### src/rtl/clockdiv_nco.sv
// Multi-channel fractional clock generator: one phase accumulator (NCO) per channel,
// each with a runtime-programmable increment, a wrap tick and an MSB-derived clock.
module clockdiv_nco #(
  parameter int unsigned      NUM_CH    = 4,
  parameter int unsigned      ACC_W     = 24,
  parameter logic [ACC_W-1:0] INC_RESET = ACC_W'(24'h0754B6),
  localparam int unsigned     CH_W      = (NUM_CH > 1) ? $clog2(NUM_CH) : 1
) (
  input  logic              clk_src,
  input  logic              rst_n,
  input  logic [NUM_CH-1:0] ch_en,
  input  logic              sync,
  input  logic              cfg_we,
  input  logic [CH_W-1:0]   cfg_ch,
  input  logic [ACC_W-1:0]  cfg_inc,
  input  logic              cfg_imm,
  output logic              cfg_err,
  output logic [NUM_CH-1:0] pending,
  output logic [NUM_CH-1:0] tick,
  output logic [NUM_CH-1:0] clk_out
);

  // Channel count widened by one bit so out-of-range selects can be detected for any NUM_CH.
  localparam logic [CH_W:0] NUM_CH_C = (CH_W+1)'(NUM_CH);

  logic w_ch_ok;
  logic w_cfg_ok;
  logic r_cfg_err;

  assign w_ch_ok  = ({1'b0, cfg_ch} < NUM_CH_C);
  assign w_cfg_ok = cfg_we & w_ch_ok;

  // Flag a config write aimed at a channel that does not exist.
  always_ff @(posedge clk_src or negedge rst_n) begin
    if (!rst_n) begin
      r_cfg_err <= 1'b0;
    end else begin
      r_cfg_err <= cfg_we & ~w_ch_ok;
    end
  end

  assign cfg_err = r_cfg_err;

  for (genvar gi = 0; gi < NUM_CH; gi++) begin : g_ch
    logic [ACC_W-1:0] r_acc;
    logic [ACC_W-1:0] r_inc_act;
    logic [ACC_W-1:0] r_inc_shd;
    logic             r_pending;
    logic             r_tick;
    logic             r_clk_out;

    logic [ACC_W:0]   w_sum;
    logic             w_hit;
    logic             w_wrap;
    logic [ACC_W-1:0] w_acc_nx;
    logic [ACC_W-1:0] w_inc_act_nx;
    logic [ACC_W-1:0] w_inc_shd_nx;
    logic             w_pending_nx;
    logic             w_tick_nx;
    logic             w_clk_out_nx;

    assign w_sum = {1'b0, r_acc} + {1'b0, r_inc_act};
    assign w_hit = w_cfg_ok & (cfg_ch == CH_W'(gi));

    // Next-state: sync beats enable; a wrap or sync is the safe point to swap the increment.
    always_comb begin
      w_acc_nx     = r_acc;
      w_inc_act_nx = r_inc_act;
      w_inc_shd_nx = r_inc_shd;
      w_pending_nx = r_pending;
      w_tick_nx    = 1'b0;
      w_clk_out_nx = r_clk_out;
      w_wrap       = 1'b0;

      if (sync) begin
        w_acc_nx     = '0;
        w_clk_out_nx = 1'b0;
        w_wrap       = 1'b1;
      end else if (ch_en[gi]) begin
        w_acc_nx     = w_sum[ACC_W-1:0];
        w_tick_nx    = w_sum[ACC_W];
        w_clk_out_nx = w_sum[ACC_W-1];
        w_wrap       = w_sum[ACC_W];
      end

      if (w_wrap && r_pending) begin
        w_inc_act_nx = r_inc_shd;
        w_pending_nx = 1'b0;
      end

      // A write landing on a wrap/sync bypasses the shadow and takes effect right away.
      if (w_hit) begin
        if (cfg_imm || w_wrap) begin
          w_inc_act_nx = cfg_inc;
          w_pending_nx = 1'b0;
          if (!cfg_imm) begin
            w_inc_shd_nx = cfg_inc;
          end
        end else begin
          w_inc_shd_nx = cfg_inc;
          w_pending_nx = 1'b1;
        end
      end
    end

    // Channel state registers.
    always_ff @(posedge clk_src or negedge rst_n) begin
      if (!rst_n) begin
        r_acc     <= '0;
        r_inc_act <= INC_RESET;
        r_inc_shd <= INC_RESET;
        r_pending <= 1'b0;
        r_tick    <= 1'b0;
        r_clk_out <= 1'b0;
      end else begin
        r_acc     <= w_acc_nx;
        r_inc_act <= w_inc_act_nx;
        r_inc_shd <= w_inc_shd_nx;
        r_pending <= w_pending_nx;
        r_tick    <= w_tick_nx;
        r_clk_out <= w_clk_out_nx;
      end
    end

    assign pending[gi] = r_pending;
    assign tick[gi]    = r_tick;
    assign clk_out[gi] = r_clk_out;
  end

endmodule

### config.mk
export PLATFORM = sky130hd
export DESIGN_NAME = clockdiv_nco
export DESIGN_NICKNAME = d
export VERILOG_FILES = /design/src/rtl/clockdiv_nco.sv
export SDC_FILE = /design/constraint.sdc
export NUM_CORES = 1
export LEC_CHECK = 0
export BUFFER_PORTS_ARGS = -buffer_cell sky130_fd_sc_hd__buf_2
export CAP_MARGIN = 20
export CORE_AREA = 3 3 245 247
export CTS_CLUSTER_DIAMETER = 80
export DETAILED_ROUTE_END_ITERATION = 7
export DIE_AREA = 0 0 248 250
export PLACE_DENSITY = 0.42
export SETUP_SLACK_MARGIN = 0.15
export SLEW_MARGIN = 20
export SYNTH_ARGS = -nofsm -noshare
export SYNTH_HDL_FRONTEND = slang
export SYNTH_SLANG_ARGS = --single-unit
### constraint.sdc
create_clock -name clk_src -period 4.44 [get_ports clk_src]
set_input_delay 0.888 -clock clk_src [delete_from_list [all_inputs] [get_ports clk_src]]
set_output_delay 0.888 -clock clk_src [all_outputs]
set_load 0.02 [all_outputs]
==> impl_metrics.csv, run 1 <==
group,metric,value,unit
status,run_status,"finished clean",
floorplan,num_rows,88,
sta,worstMarginPinSlew,0.972,ns
clock_network,numCtsBuffers,39,
grt,grt_max_degree,80,
sta,grt_setup_unrepaired,"false",
sta,setup_viol,0,
grt,grt-ovfl-total,0,
worst_setup_path,cp.arrival,3.99,ns
routing,antenna_left,0,
synthesis,syn_area,17300,um^2
worst_setup_path,crit_end,"g_ch[2].r_inc_act[0]",
clock_network,cts.repair.resized,0,
synthesis,synthFlopType,"dfrtp_1",
sta,tns,0,ns
finish,fillers,5950,
synthesis,synthTopCellsByArea,"dfrtp_1, dfstp_2, ha_1",
clock_network,cts-root-buf,"clkbuf_16",
place,port_buffers,46,
sta,fin_worst_skew,0.0177,ns
pwr,ir_drop,297,uV
floorplan,die_height,250,um
job,cap_viol_max_count,0,
sta,holdWs,0.332,ns
sta,fin_crit_sh,0.800,
worst_setup_path,cp_data_required_time,4.88,ns
finish,most-common-layout-cells,"dfrtp_1, nor2_1, o21ai_0",
clock_network,htree_levels,2,
clock_network,clk_pin_slew,0.06,ns
finish,drive_above_1_share,0.186,
sta,max_freq,282,MHz
synthesis,yosys_warnings,0,
synthesis,ys_types,95,
routing,wl_per_cell,19.7,um
grt,track_usage,0.165,
finish,nets,1880,
worst_setup_path,crit_path_end_kind,"flip-flop",
floorplan,initial_core_util,0.300,
finish,area_delta_synth_final,12.7,%
worst_setup_path,path_delay_family,"compound AO/OA/AOI/OAI gates",
floorplan,dieArea,62000,um^2
worst_setup_path,crit_chain,"inv_1 > fa_1 > and2b_1 > o21bai_2 > a32oi_4 > a21boi_4 > a21oi_4 > o211ai_4 > a211oi_2 > nand3_2 > o221a_2",
sta,min_period,3.55,ns
synthesis,synth_area_per_cell,10.0,um^2
clock_network,cts_tree,"done",
worst_setup_path,cp-start-kind,"flip-flop",
grt,first_global_vias,13300,
clock_network,postCtsSetupBuffers,0,
clock_network,cts_hold_buf,0,
worst_setup_path,reg2reg_depth,11,
synthesis,synth_top_area_cell,"dfrtp_1",
synthesis,synth_seq_cells,296,
synthesis,synthesis.nets,1866,
synthesis,synth-edff-count,0,
worst_setup_path,cp_slowest_cell,"dfstp_2",
clock_network,cts.sinks,296,
routing,viasPerCell,5.09,
worst_setup_path,critical_path_depth,11,
routing,route.detailed.drc,0,
finish,layout_commonest_cell,"dfrtp_1",
grt,antenna_found_initial,1,
sta,finalHoldViolations,0,
place,dp.final_hpwl,34600,um
floorplan,io_pins,48,
pwr,power_density,749,nW/um^2
pwr,p_leak,8.78,nW
worst_setup_path,critical_path_class,"flip-flop to flip-flop",
routing,drtIter0Drc,741,
grt,grt_pass1_wl,79500,um
synthesis,ys_seq_area_frac,0.434,
min_path,min_path_type,"input pin to asynchronous set/reset pin",
clock_network,clockBufferDepth,3,
worst_setup_path,r2r-end,"g_ch[2].r_inc_act[0]",
worst_setup_path,critPathMaxFanout,24,
place,routabilityCongestion,0.809,
routing,drt_pre_antenna_iters,7,
worst_setup_path,slowest_delay,0.54,ns
floorplan,die_w,248,um
worst_setup_path,ff2ff_setup_slack,0.89,ns
clock_network,insertion_delay,0.56,ns
worst_setup_path,regToRegStartpoint,"g_ch[2].r_inc_act[1]",
synthesis,syn-instance-count,1731,
sta,report.final.slew_viol_count,0,
synthesis,async_flop_share,1.00,
sta,relSlewSlack,0.352,
worst_setup_path,crit_start,"g_ch[2].r_inc_act[1]",
floorplan,coreArea,57800,um^2
synthesis,synth_top_area_frac,0.301,
routing,route.vias.total,12900,
worst_setup_path,critical_path_buf_inv_count,1,
routing,routed_wl,50200,um
-- cell families after synthesis --
| group | count (synthesis) | share of synthesized area |
|---|---|---|
| muxes | 147 | 0.0902 |
| xor gates and xnor gates | 57 | 0.0288 |
| other | 1 | 0.000217 |
| buffers and inverters | 208 | 0.0522 |
| and+or+nand+nor | 438 | 0.126 |
| DFF | 296 | 0.434 |
| AOI/OAI and AO/OA | 484 | 0.195 |
| adders and majority gates | 100 | 0.0740 |
-- cell type report --
class / count / area [um^2] / area share
inverters: 110 / 413 / 0.0212
multi-input cells: 1227 / 8930 / 0.457
clock inverters: 13 / 146 / 0.00750
repair buffers: 71 / 455 / 0.0233
flip-flops and latches: 296 / 7520 / 0.385
clock buffers: 59 / 1100 / 0.0565
diodes: 1 / 2.50 / 0.000128
well taps: 765 / 957 / 0.0490
-- per-layer routing --
metal  global-route usage  routed length [um]
met4               0.0495                1260
met1                0.231               24100
met2                0.263               23000
met5                    0                   0
met3               0.0231                1840
-- registers in the layout, summed over array words and instances, names as in the netlist --
register        cells
g_ch.r_pending      4
g_ch.r_acc         95
g_ch.r_inc_act     96
g_ch.r_inc_shd     96
g_ch.r_clk_out      1
g_ch.r_tick         4
-- report_power, final --
group,leakage [nW],total (mW),internal (mW),switching [mW]
clock network,0.603,3.13,1.85,1.28
logic,4.67,6.96,3.17,3.79
registers,3.51,4.54,3.84,0.700
total,8.78,14.6,8.86,5.77
-- stage by stage --
step	area [um^2]	util	std cells	total power, mW	setup WS, ns
CTS	19500	0.338	2541	14.8	0.873
floorplan	17300	-	1731	9.98	1.51
global placement	18300	0.316	2469	11.5	0.932
finish	19500	0.338	2542	14.6	0.889
detailed placement	18300	0.316	2469	11.6	0.883
global route	19500	0.338	2541	15.9	0.660
-- worst min path at each step --
stage	from	to	cells after the start
3_3_place_gp	g_ch[3].r_inc_shd[6]	g_ch[3].r_inc_shd[6]	2
5_1_grt	rst_n	g_ch[2].r_pending	1
2_1_floorplan	g_ch[3].r_inc_shd[0]	g_ch[3].r_inc_shd[0]	2
4_1_cts	rst_n	g_ch[2].r_acc[11]	1
6_report	rst_n	g_ch[2].r_pending	1
3_5_place_dp	g_ch[3].r_inc_shd[6]	g_ch[3].r_inc_shd[6]	2
-- synth_stat cells, drive strengths merged, types with 11 or more instances --
library cell  instances
a211oi               16
a21boi               13
dfrtp               208
nand2b               21
dfstp                88
o21ai               131
o21a                 16
inv                 110
and3                 12
a21oi               109
o221a                24
nor2                153
nand3b               35
nor2b                17
a21o                 41
nor3                 50
o211ai               14
xor2                 18
a31oi                34
a222oi               24
clkbuf               61
or3                  11
buf                  37
nand2                79
ha                   96
o21bai               12
mux2i                75
mux2                 72
xnor2                39
nand3                18
Power figures use the tool's default switching activity.
==> inputs of run 2 (changes only) <==
Settings changed: PLACE_DENSITY 0.42 to 0.43.
Clock period 4.44 ns to 3.09 ns, I/O delays scaled along.
==> impl_metrics.csv, run 2 (synthesis gave the netlist of run 1 again) <==
group,metric,value,unit
status,run_status,"finished clean",
routing,antenna_left,0,
floorplan,io_pins,48,
grt,antenna_found_initial,0,
sta,max_freq,347,MHz
pwr,power,22.3,mW
pwr,p_leak,9.18,nW
finish,nets,1929,
routing,route.vias.total,13300,
finish,most-common-layout-cells,"dfrtp_1, nor2_1, o21ai_0",
clock_network,cts-root-buf,"clkbuf_16",
job,cap_viol_max_count,0,
floorplan,initial_core_util,0.300,
sta,relSlewSlack,0.454,
sta,worstMarginPinSlew,0.815,ns
sta,setup_viol,0,
sta,report.final.slew_viol_count,0,
routing,viasPerCell,5.13,
sta,min_period,2.88,ns
place,port_buffers,46,
worst_setup_path,cp_slowest_cell,"o31a_4",
clock_network,clk_pin_slew,0.06,ns
worst_setup_path,crit_path_end_kind,"flip-flop",
worst_setup_path,cp-start-kind,"flip-flop",
place,routabilityCongestion,0.820,
worst_setup_path,critical_path_class,"flip-flop to flip-flop",
worst_setup_path,cp_common_cell,"a21boi_4",
routing,drt_pre_antenna_iters,5,
routing,route.detailed.drc,0,
worst_setup_path,critPathMaxFanout,12,
pwr,ir_drop,526,uV
worst_setup_path,crit_chain,"ha_2 > inv_1 > fa_2 > and2b_2 > o21bai_4 > a32oi_4 > a21boi_4 > a21oi_4 > o211ai_4 > a21boi_4 > o31a_4 > o221a_1",
sta,fin_worst_skew,0.0162,ns
clock_network,clockBufferDepth,3,
routing,routed_wl,51700,um
place,post-place-cells,2495,
grt,grt_max_degree,78,
finish,reg.largest.list,"g_ch.r_inc_act x96, g_ch.r_inc_shd x96, g_ch.r_acc x95",
sta,finalHoldViolations,0,
floorplan,coreArea,57800,um^2
clock_network,insertion_delay,0.56,ns
clock_network,cts_tree,"done",
min_path,min_path_type,"input pin to asynchronous set/reset pin",
routing,wl_per_cell,20.0,um
floorplan,dieArea,62000,um^2
routing,drtIter0Drc,763,
floorplan,die_w,248,um
clock_network,htree_levels,2,
grt,grt_pass1_wl,78000,um
clock_network,cts_hold_buf,0,
finish,fillers,5882,
worst_setup_path,cp_data_required_time,3.54,ns
sta,grt_setup_unrepaired,"true",
finish,fin_cells,2592,
clock_network,cts.sinks,296,
sta,tns,0,ns
grt,first_global_vias,13100,
pwr,power_density,1090,nW/um^2
clock_network,numCtsBuffers,39,
sta,fin_crit_sh,0.933,
place,dp.final_hpwl,34800,um
grt,track_usage,0.162,
finish,area_delta_synth_final,18.2,%
finish,layout_commonest_cell,"dfrtp_1",
sta,holdWs,0.0474,ns
floorplan,num_rows,88,
worst_setup_path,cp.arrival,3.33,ns
finish,drive_above_1_share,0.237,
grt,grt-ovfl-total,0,
worst_setup_path,slowest_delay,0.43,ns
floorplan,die_height,250,um
[run 2: changes by cell type in the layout (fill, tap and decap cells not counted), sizes merged]
| cell | change |
|---|---|
| buf | +45 |
| o31a | +2 |
| clkinvlp | +1 |
| clkinv | +2 |
| inv | -4 |
| bufinv | +1 |
| clkbuf | +1 |
| diode | +2 |
[run 2: where the power goes]
part | switching, mW | internal (mW) | total (mW)
combinational | 5.77 | 5.18 | 11.0
sequential | 1.05 | 5.52 | 6.57
clock | 1.86 | 2.97 | 4.83
[run 2: worst paths after layout]
check                                       from                    end  slack [ns]  cells after the start
max                             g_ch[2].r_acc[0]   g_ch[2].r_inc_act[3]        0.21                     12
min                                        rst_n      g_ch[2].r_acc[12]        0.05                      1
max reg2reg                     g_ch[2].r_acc[0]   g_ch[2].r_inc_act[3]        0.21                     12
min reg2reg                g_ch[3].r_inc_shd[23]  g_ch[3].r_inc_shd[23]        0.48                      2
max in group asynchronous                  rst_n  g_ch[0].r_inc_act[16]        2.17                      2
min in group clk_src                 cfg_inc[10]  g_ch[1].r_inc_act[10]        0.38                      3
[run 2: layer usage]
| layer | GRT usage | up-vias | wire length (um) |
|---|---|---|---|
| li1 | - | 6407 | - |
| met2 | 0.266 | 225 | 24300 |
| met4 | 0.0502 | 0 | 1190 |
| met3 | 0.0265 | 67 | 1970 |
| met1 | 0.219 | 6594 | 24300 |
| met5 | 0 | - | 0 |
[run 2: metrics by stage]
stage | cell area (um^2) | util | worst slack [ns]
detailed placement | 18600 | 0.321 | 0.0627
global route | 20500 | 0.354 | 0.0880
floorplan | 17300 | - | 0.163
global placement | 18600 | 0.321 | 0.0602
CTS | 20000 | 0.346 | 0.102
finish | 20500 | 0.354 | 0.207
[run 2: area by class of cell]
type	instances	area, um^2	area share
Sequential cell	296	7520	0.367
Inverter	110	413	0.0202
Multi-Input combinational cell	1229	9250	0.452
Tap cell	765	957	0.0468
Clock inverter	13	151	0.00740
Timing Repair Buffer	118	965	0.0471
Antenna cell	3	7.51	0.000367
Clock buffer	58	1210	0.0592
[run 2: critical path: cells and delay by family, from the launching register on]
| kind | cells | cell delay, ns |
|---|---|---|
| compound gates | 8 | 1.68 |
| fa+ha+maj | 2 | 0.38 |
| buf+inv | 1 | 0.07 |
| flops | 1 | 0.39 |
| simple gates | 1 | 0.24 |
[run 2: what timing repair did]
| action | CTS | global route |
|---|---|---|
| hold endpoints to repair | 0 | 0 |
| gates resized for setup | 9 | 69 |
| pin swaps | 9 | 34 |
| endpoints found under the setup margin | 68 | 106 |
| setup buffers | 2 | 14 |
| gates cloned | 0 | 7 |
==> inputs of run 3 (changes only) <==
==> constraint.sdc (replaced) <==
create_clock -name clk_src -period 3.09 [get_ports clk_src]
set_input_delay 0.1545 -clock clk_src [delete_from_list [all_inputs] [get_ports clk_src]]
set_output_delay 0.1545 -clock clk_src [all_outputs]
set_load 0.02 [all_outputs]
==> impl_metrics.csv, run 3 (synthesis gave the netlist of run 1 again) <==
group,metric,value,unit
routing,viasPerCell,5.07,
grt,antenna_found_initial,2,
sta,relSlewSlack,0.466,
sta,grt_setup_unrepaired,"true",
sta,tns,0,ns
pwr,p_clk_frac,0.210,
clock_network,clk_pin_slew,0.06,ns
worst_setup_path,r2r-end,"g_ch[2].r_inc_act[11]",
sta,fin_crit_sh,0.969,
sta,finalHoldViolations,0,
worst_setup_path,ff2ff_setup_slack,0.1,ns
routing,wl_met2,24400,um
pwr,pwr-share-seq,0.294,
pwr,p_leak,9.31,nW
clock_network,clockBufferDepth,3,
finish,most-common-layout-cells,"dfrtp_1, nor2_1, o21ai_0",
floorplan,die_w,248,um
floorplan,dieArea,62000,um^2
worst_setup_path,cp-start-kind,"flip-flop",
grt,track_usage,0.163,
grt,first_global_vias,13200,
worst_setup_path,critical_path_class,"flip-flop to flip-flop",
routing,route.detailed.drc,0,
routing,drt-met1-wl,23800,um
routing,wl_per_cell,19.7,um
clock_network,cts-root-buf,"clkbuf_16",
floorplan,die_height,250,um
place,port_buffers,46,
status,run_status,"finished clean",
worst_setup_path,cp_slowest_cell,"dfrtp_1",
worst_setup_path,cp_data_required_time,3.52,ns
finish,multi_input_area,9170,um^2
finish,layout_commonest_cell,"dfrtp_1",
finish,area_delta_synth_final,19.6,%
floorplan,initial_core_util,0.300,
worst_setup_path,crit_path_end_kind,"flip-flop",
sta,worstMarginPinSlew,0.801,ns
worst_setup_path,cp.arrival,3.42,ns
finish,n_antenna_cell,0,
routing,drt_pre_antenna_iters,7,
sta,report.final.slew_viol_count,0,
worst_setup_path,critPathMaxFanout,6,
clock_network,htree_levels,2,
worst_setup_path,crit_start,"g_ch[2].r_inc_act[0]",
min_path,min_path_type,"input pin to flip-flop",
grt,grt_pass1_wl,78800,um
place,place_ws,0.0627,ns
finish,nets,1951,
pwr,netSwitchingPower,8.66,mW
floorplan,num_rows,88,
pwr,power_density,1070,nW/um^2
pwr,p_int,13.5,mW
place,post-place-cells,2489,
worst_setup_path,crit_end,"g_ch[2].r_inc_act[11]",
sta,setup_viol,0,
clock_network,numCtsBuffers,38,
finish,drive_above_1_share,0.229,
place,routabilityCongestion,0.787,
place,dp.final_hpwl,34600,um
routing,highest_layer,"met4",
clock_network,cts_tree,"done",
routing,route.vias.total,13200,
worst_setup_path,reg2reg_depth,14,
floorplan,coreArea,57800,um^2
grt,grt-ovfl-total,0,
clock_network,insertion_delay,0.57,ns
worst_setup_path,regToRegStartpoint,"g_ch[2].r_inc_act[0]",
finish,utilization,0.358,
sta,setup_ws,0.0953,ns
finish,fin_cells,2610,
pwr,switching_share,0.390,
finish,register_area,7520,um^2
pwr,ir_drop,415,uV
sta,max_freq,334,MHz
sta,fin_worst_skew,0.0289,ns
routing,routed_wl,51500,um
clock_network,cts.sinks,296,
routing,drtIter0Drc,831,
finish,reg.largest.list,"g_ch.r_inc_act x96, g_ch.r_inc_shd x96, g_ch.r_acc x95",
routing,route.met3.wl,2000,um
floorplan,io_pins,48,
grt,grt_max_degree,93,
sta,min_period,2.99,ns
job,cap_viol_max_count,0,
pwr,p_comb_frac,0.496,
finish,fillers,5799,
worst_setup_path,crit_chain,"ha_2 > inv_2 > fa_2 > and2b_1 > o21bai_2 > a32oi_4 > a21boi_4 > a21oi_4 > o211ai_4 > a211oi_2 > nand3_2 > buf_6 > buf_16 > o221a_1",
routing,antenna_left,0,
worst_setup_path,slowest_delay,0.35,ns
[run 3: cell types whose count changed in the layout (fill, tap and decap cells not counted), moves of 4 or more]
cell / before / now
buf_4: 52 / 47
dlygate4sd3_1: 0 / 23
ha_1: 86 / 92
o221a_2: 4 / 0
o221a_4: 0 / 4
[run 3: routing by layer]
| metal | track usage | vias up |
|---|---|---|
| met5 | 0 | - |
| met4 | 0.0484 | 0 |
| met3 | 0.0252 | 71 |
| met2 | 0.267 | 190 |
| met1 | 0.222 | 6515 |
| li1 | - | 6454 |
[run 3: cell type report]
| class | instances | share of cell area |
|---|---|---|
| clock inverters | 15 | 0.00882 |
| well taps | 765 | 0.0462 |
| clock buffers | 54 | 0.0542 |
| flip-flops and latches | 296 | 0.363 |
| repair buffers | 143 | 0.0650 |
| multi-input cells | 1227 | 0.443 |
| inverters | 110 | 0.0199 |
[run 3: repair_timing]
action,CTS,global route
setup endpoints to repair,69,108
pin swaps,36,35
endpoints found under the hold margin,83,0
setup buffers,8,12
hold buffers,23,0
resized for setup,24,52
gates cloned,3,6
[run 3: worst min-delay path by stage]
stage | start | end | depth (start not counted)
5_1_grt | cfg_inc[21] | g_ch[1].r_inc_act[21] | 3
3_5_place_dp | rst_n | g_ch[2].r_acc[13] | 1
6_report | cfg_inc[21] | g_ch[1].r_inc_act[21] | 3
4_1_cts | cfg_inc[21] | g_ch[1].r_inc_act[21] | 3
2_1_floorplan | rst_n | g_ch[0].r_acc[0] | 0
3_3_place_gp | rst_n | g_ch[2].r_acc[13] | 1
[run 3: stage by stage]
stage	hold WS, ns	power, mW	cell area [um^2]
floorplan	-0.141	14.3	17300
global placement	0.139	16.8	18500
detailed placement	0.141	16.9	18500
CTS	0.00357	21.9	20300
global route	0.0295	24.0	20700
finish	0.0353	22.2	20700
[run 3: power groups by stage]
stage / Combinational (mW) / Sequential [mW] / Clock [mW]
6_report: 11.0 / 6.53 / 4.65
5_1_grt: 12.4 / 6.70 / 4.97
4_1_cts: 10.5 / 6.55 / 4.81
3_5_place_dp: 10.3 / 6.60 / 0
3_3_place_gp: 10.2 / 6.59 / 0
2_1_floorplan: 8.24 / 6.10 / 0
[run 3: worst max-delay path: cells and delay by family (launching register included)]
family,cells,cell delay (ns)
AO/OA/AOI/OAI,7,1.23
adder cells (fa/ha/maj),2,0.53
buffers and inverters,3,0.34
flip-flops,1,0.35
AND/OR/NAND/NOR,2,0.40
